$ cat config.mk
export PLATFORM = sky130hd
export DESIGN_NAME = wb_stage
export DESIGN_NICKNAME = d
export VERILOG_FILES = /design/src/rtl/wb_stage.sv
export SDC_FILE = /design/constraint.sdc
export NUM_CORES = 1
export LEC_CHECK = 0
export CAP_MARGIN = 20
export CORE_UTILIZATION = 44
export DETAILED_ROUTE_END_ITERATION = 10
export MAX_ROUTING_LAYER = met4
export PLACE_DENSITY = 0.85
export REMOVE_ABC_BUFFERS = 1
export SYNTH_ARGS = -nofsm -noshare
export SYNTH_HDL_FRONTEND = slang
export SYNTH_SLANG_ARGS = --single-unit
$ cat constraint.sdc
create_clock -name clk -period 3.2 [get_ports clk]
set_input_delay 0.48 -clock clk [delete_from_list [all_inputs] [get_ports clk]]
set_output_delay 0.48 -clock clk [all_outputs]
set_load 0.03 [all_outputs]
$ cat src/rtl/wb_stage.sv
// MEM/WB pipeline register with RV32 load extraction, writeback source select and
// register-file write port. Optional retired-instruction counter under WB_INSTRET_EN.
module wb_stage #(
    parameter int XLEN = 32,
    parameter int RD_W = 5
) (
    input  logic            clk,
    input  logic            rst,
    input  logic            mem_valid,
    input  logic            stall,
    input  logic            flush,
    input  logic            reg_write,
    input  logic [1:0]      wb_sel,
    input  logic [2:0]      funct3,
    input  logic [RD_W-1:0] rd,
    input  logic [XLEN-1:0] alu_result,
    input  logic [XLEN-1:0] read_data,
    input  logic [XLEN-1:0] pc_plus4,
    output logic            wb_valid,
    output logic            wb_en,
    output logic [RD_W-1:0] wb_rd,
    output logic [XLEN-1:0] wb_data,
    output logic            load_misaligned
`ifdef WB_INSTRET_EN
    ,
    output logic [63:0]     instret
`endif
);

    localparam logic [1:0] SEL_LOAD = 2'b01;
    localparam logic [1:0] SEL_PC4  = 2'b10;
    localparam logic [2:0] F3_LB    = 3'b000;
    localparam logic [2:0] F3_LH    = 3'b001;
    localparam logic [2:0] F3_LW    = 3'b010;
    localparam logic [2:0] F3_LBU   = 3'b100;
    localparam logic [2:0] F3_LHU   = 3'b101;

    function automatic logic [XLEN-1:0] load_extract(input logic [2:0]      f3,
                                                     input logic [1:0]      off,
                                                     input logic [XLEN-1:0] word);
        logic        [7:0]  byte_v;
        logic        [15:0] half_v;
        logic signed [7:0]  byte_s;
        logic signed [15:0] half_s;
        case (off)
            2'd0:    byte_v = word[7:0];
            2'd1:    byte_v = word[15:8];
            2'd2:    byte_v = word[23:16];
            default: byte_v = word[31:24];
        endcase
        half_v = off[1] ? word[31:16] : word[15:0];
        byte_s = byte_v;
        half_s = half_v;
        case (f3)
            F3_LB:   load_extract = XLEN'(byte_s);
            F3_LBU:  load_extract = XLEN'(byte_v);
            F3_LH:   load_extract = XLEN'(half_s);
            F3_LHU:  load_extract = XLEN'(half_v);
            default: load_extract = word;
        endcase
    endfunction

    logic            valid_q, valid_d;
    logic            rw_q,    rw_d;
    logic [1:0]      sel_q,   sel_d;
    logic [2:0]      f3_q,    f3_d;
    logic [RD_W-1:0] rd_q,    rd_d;
    logic [XLEN-1:0] alu_q,   alu_d;
    logic [XLEN-1:0] rdata_q, rdata_d;
    logic [XLEN-1:0] pc4_q,   pc4_d;

    // flush beats stall; a stalled slot keeps every field
    always_comb begin
        valid_d = valid_q;
        rw_d    = rw_q;
        sel_d   = sel_q;
        f3_d    = f3_q;
        rd_d    = rd_q;
        alu_d   = alu_q;
        rdata_d = rdata_q;
        pc4_d   = pc4_q;
        if (flush) begin
            valid_d = 1'b0;
        end else if (!stall) begin
            valid_d = mem_valid;
            rw_d    = reg_write;
            sel_d   = wb_sel;
            f3_d    = funct3;
            rd_d    = rd;
            alu_d   = alu_result;
            rdata_d = read_data;
            pc4_d   = pc_plus4;
        end
    end

    always_ff @(posedge clk or posedge rst) begin
        if (rst) begin
            valid_q <= 1'b0;
            rw_q    <= 1'b0;
            sel_q   <= '0;
            f3_q    <= '0;
            rd_q    <= '0;
            alu_q   <= '0;
            rdata_q <= '0;
            pc4_q   <= '0;
        end else begin
            valid_q <= valid_d;
            rw_q    <= rw_d;
            sel_q   <= sel_d;
            f3_q    <= f3_d;
            rd_q    <= rd_d;
            alu_q   <= alu_d;
            rdata_q <= rdata_d;
            pc4_q   <= pc4_d;
        end
    end

    logic [1:0] off;
    logic       is_half;

    assign off             = alu_q[1:0];
    assign is_half         = (f3_q == F3_LH) || (f3_q == F3_LHU);
    assign load_misaligned = valid_q && (sel_q == SEL_LOAD) &&
                             ((is_half && off[0]) || ((f3_q == F3_LW) && (off != 2'b00)));

    always_comb begin
        wb_data = '0;
        if (valid_q) begin
            case (sel_q)
                SEL_LOAD: wb_data = load_extract(f3_q, off, rdata_q);
                SEL_PC4:  wb_data = pc4_q;
                default:  wb_data = alu_q;
            endcase
        end
    end

    assign wb_valid = valid_q;
    assign wb_rd    = valid_q ? rd_q : '0;
    // stall is the only input reaching an output: a held slot writes on its first free cycle
    assign wb_en    = valid_q && rw_q && (rd_q != '0) && !load_misaligned && !stall;

`ifdef WB_INSTRET_EN
    logic [63:0] instret_q;

    always_ff @(posedge clk or posedge rst) begin
        if (rst) begin
            instret_q <= '0;
        end else if (valid_q && !stall && !load_misaligned) begin
            instret_q <= instret_q + 64'd1;
        end
    end

    assign instret = instret_q;
`endif

endmodule

==> results.json <==
{
  "outcome": "completed",
  "grt_pass1_vias": 4650,
  "die_height_um": 113,
  "worst_slew_pin_slew_ns": 0.728,
  "placementRows": 40,
  "async_flop_share_pct": 100,
  "io_buffers": 151,
  "grt_overflow": 0,
  "p_int_mw": 2.70,
  "finalWorstSetupSlack_ns": 0.142,
  "ir_drop_uv": 364,
  "clock-skew-final_ns": 0,
  "wl_per_cell_um": 19.6,
  "arrival_ns": 2.58,
  "drv.max_cap_violation_count": 0,
  "final_util_pct": 61.8,
  "final-max-slew-violation-count": 0,
  "vias": 4458,
  "final_cell_count_without_fillers": 768,
  "p_switching_mw": 1.18,
  "drt_iter0_drc": 266,
  "cts.sinks": 108,
  "power_density_nw_per_um2": 524,
  "clockPowerShare_pct": 27.7,
  "post-place-cells": 752,
  "worstSetupEndpointType": "output port",
  "floorplan.io_pins": 152,
  "core_um2": 12000,
  "power.static_leakage_nw": 3.00,
  "synth-edff-count": 0,
  "grt_pass1_wl_um": 23900,
  "antenna_found_initial": 0,
  "worst_r2r_endpoint": "f3_q[0]$_DFFE_PP0P_",
  "slew_headroom_pct": 51.5,
  "report.final.hold_viol_count": 0,
  "preCtsSetupSlack_ns": 0.512,
  "dp_hpwl_um": 10700,
  "critical_path_class": "register to output port",
  "globalRouteTotalUtil_pct": 25.2,
  "power.share.combinational_pct": 28.0,
  "post-layout-total-power_mw": 3.89,
  "floorplan.initialDensity_pct": 45.3,
  "fin_setup_tns_ns": 0,
  "synth.lib_cells_used.distinct": 36,
  "cts-buffers-inserted": 9,
  "flop2flop_setup_slack_ns": 2.12,
  "grt_start_max_net_pins": 59,
  "syn-instance-count": 473,
  "antennaDiodeCount": 0,
  "postCtsHoldBufs": 0,
  "power.share.sequential_pct": 44.3,
  "clockBufferDepth": 2,
  "min-delay-path-class": "input port to async pin",
  "vias_per_cell": 5.80,
  "register_area_um2": 2700,
  "combined_area_of_the_multi_input_logic_cells_um2": 2570,
  "cp_max_fo": 14,
  "remaining_drc_errors": 0,
  "drive_gt1_share_pct": 28.5,
  "synth_top_flop_cell": "dfrtp_1",
  "finalSetupViolations": 0,
  "max_clock_freq_mhz": 327,
  "synth.cell_area_um2": 5440,
  "rsz0062_at_grt": "no",
  "gp_routability_congestion": 0.806,
  "cts.root.buffer_cell": "clkbuf_16",
  "yosysWarnings": 0,
  "clk-insertion-delay-late_ns": 0.35,
  "syn2layout_area_growth_pct": 36.3,
  "final.fill_count": 948,
  "fin_crit_sh_pct": 95.5,
  "worstPathRequired_ns": 2.72,
  "drt_antenna_net_count": 0,
  "regToRegStartpoint": "f3_q[0]$_DFFE_PP0P_",
  "tritoncts": "built",
  "switching_share_pct": 30.5,
  "startpoint_class_of_the_critical_path": "register",
  "die_area_um2": 12800,
  "design.final.nets": 730,
  "postSynthRegisterBits": 108,
  "die_x_um": 113,
  "worst-r2r-cell-count": 2,
  "wl_um": 15100,
  "drt_pre_antenna_iters": 5,
  "clk_pin_slew_worst_paths_ns": 0.07,
  "yosysSeqAreaShare_pct": 49.7,
  "h_tree_levels": 3,
  "synth.avg_cell_area_um2": 11.5,
  "min_period_ns": 3.06
}
==> cells by family (layout without fill, tap and decap cells) <==
logic type,Yosys count,in the layout,synth area share (%)
AOI/OAI and AO/OA,124,124,14.9
muxes,114,114,23.6
DFF,108,108,49.7
and+or+nand+nor,78,78,7.79
buffers and inverters,47,195,3.63
adders and majority gates,2,2,0.460
==> placed cells by master, fill, tap and decap left out, types with 3 or more instances in the layout <==
master	count
mux2_2	103
buf_4	44
nor3_1	9
o21ai_0	45
nand2_1	9
nand2b_1	14
mux2i_1	10
inv_1	5
clkdlybuf4s50_1	125
nand3_1	14
and2_1	7
nor2_1	5
clkbuf_16	9
clkbuf_8	3
a221oi_1	24
a211oi_2	7
clkbuf_1	3
nor2b_1	14
dfrtp_1	108
a21oi_1	38
buf_12	3
==> metal layers <==
metal  routed length (um)  up-vias  track usage, %
met5                    0        -               -
met4                  362        0            9.82
met3                  916       31            6.21
met2                 7420      207            40.2
met1                 6360     2200            30.8
li1                     -     2020               -
==> worst max path at each step <==
stage / depth (start not counted) / end / slack [ns] / from
2_1_floorplan: 2 / alu_q[0]$_DFFE_PP0P_ / -2.52 / flush
3_3_place_gp: 6 / wb_data[6] / 0.57 / alu_q[0]$_DFFE_PP0P_
3_5_place_dp: 6 / wb_data[23] / 0.51 / sel_q[1]$_DFFE_PP0P_
4_1_cts: 6 / wb_data[23] / 0.09 / sel_q[1]$_DFFE_PP0P_
5_1_grt: 8 / wb_data[23] / 0.005 / sel_q[1]$_DFFE_PP0P_
6_report: 8 / wb_data[23] / 0.14 / sel_q[1]$_DFFE_PP0P_
==> critical path, stage by stage (launching register included) <==
cell	delay (ns)
dfrtp_1	0.40
inv_1	0.08
ha_1	0.30
buf_4	0.28
and2_1	0.39
buf_4	0.23
a221oi_1	0.08
a21oi_1	0.24
buf_4	0.20
==> stage by stage <==
step	hold WS [ns]	area, um^2
3_3_place_gp	0.484	7120
6_report	0.470	7420
5_1_grt	0.495	7420
2_1_floorplan	0.475	5270
3_5_place_dp	0.492	7120
4_1_cts	0.469	7400
==> layout make-up <==
type | count | area share (%)
clock buffers | 15 | 3.74
clock inverters | 1 | 0.0675
inverters | 6 | 0.337
well taps | 147 | 2.48
flip-flops and latches | 108 | 36.4
multi-input cells | 318 | 34.6
repair buffers | 173 | 22.3
==> state kept, by name (all words and copies together), names as in the netlist <==
name and count:
sel_q 2, f3_q 3, rdata_q 32, pc4_q 32
alu_q 32, rw_q 1, rd_q 5, wb_valid 1
==> power groups by stage <==
stage          combinational [mW]  sequential [mW]  clock [mW]
6_report                     1.09             1.72        1.08
5_1_grt                      1.17             1.74        1.15
4_1_cts                      1.09             1.72        1.10
3_5_place_dp                 1.08             1.74           0
3_3_place_gp                 1.05             1.72           0
2_1_floorplan               0.654             1.71           0
==> cell usage after synthesis (2+ instances only) <==
library cell    n  share of area (%)
mux2i_1        10                1.8
clkbuf_1       26                1.8
a21oi_1        38                3.5
o21ai_0        45                4.1
nand2b_1       14                1.6
nand3_1        14                1.3
nor3_1          9               0.83
buf_1           3               0.21
a211oi_2        7                1.6
dfrtp_1       108                 50
inv_1           6               0.41
mux2_2        103                 21
and2_1          7               0.80
a221oi_1       24                3.9
buf_2          11                1.0
nor2_1          6               0.41
nor2b_1        14                1.6
nand2_1         9               0.62
ha_1            2               0.46
==> what timing repair did <==
| action | 4_1_cts | 5_1_grt |
|---|---|---|
| endpoints found under the setup margin | 0 | 15 |
| gates resized for setup | 0 | 2 |
| setup buffers | 0 | 0 |
(Power assumes the default switching activity.)
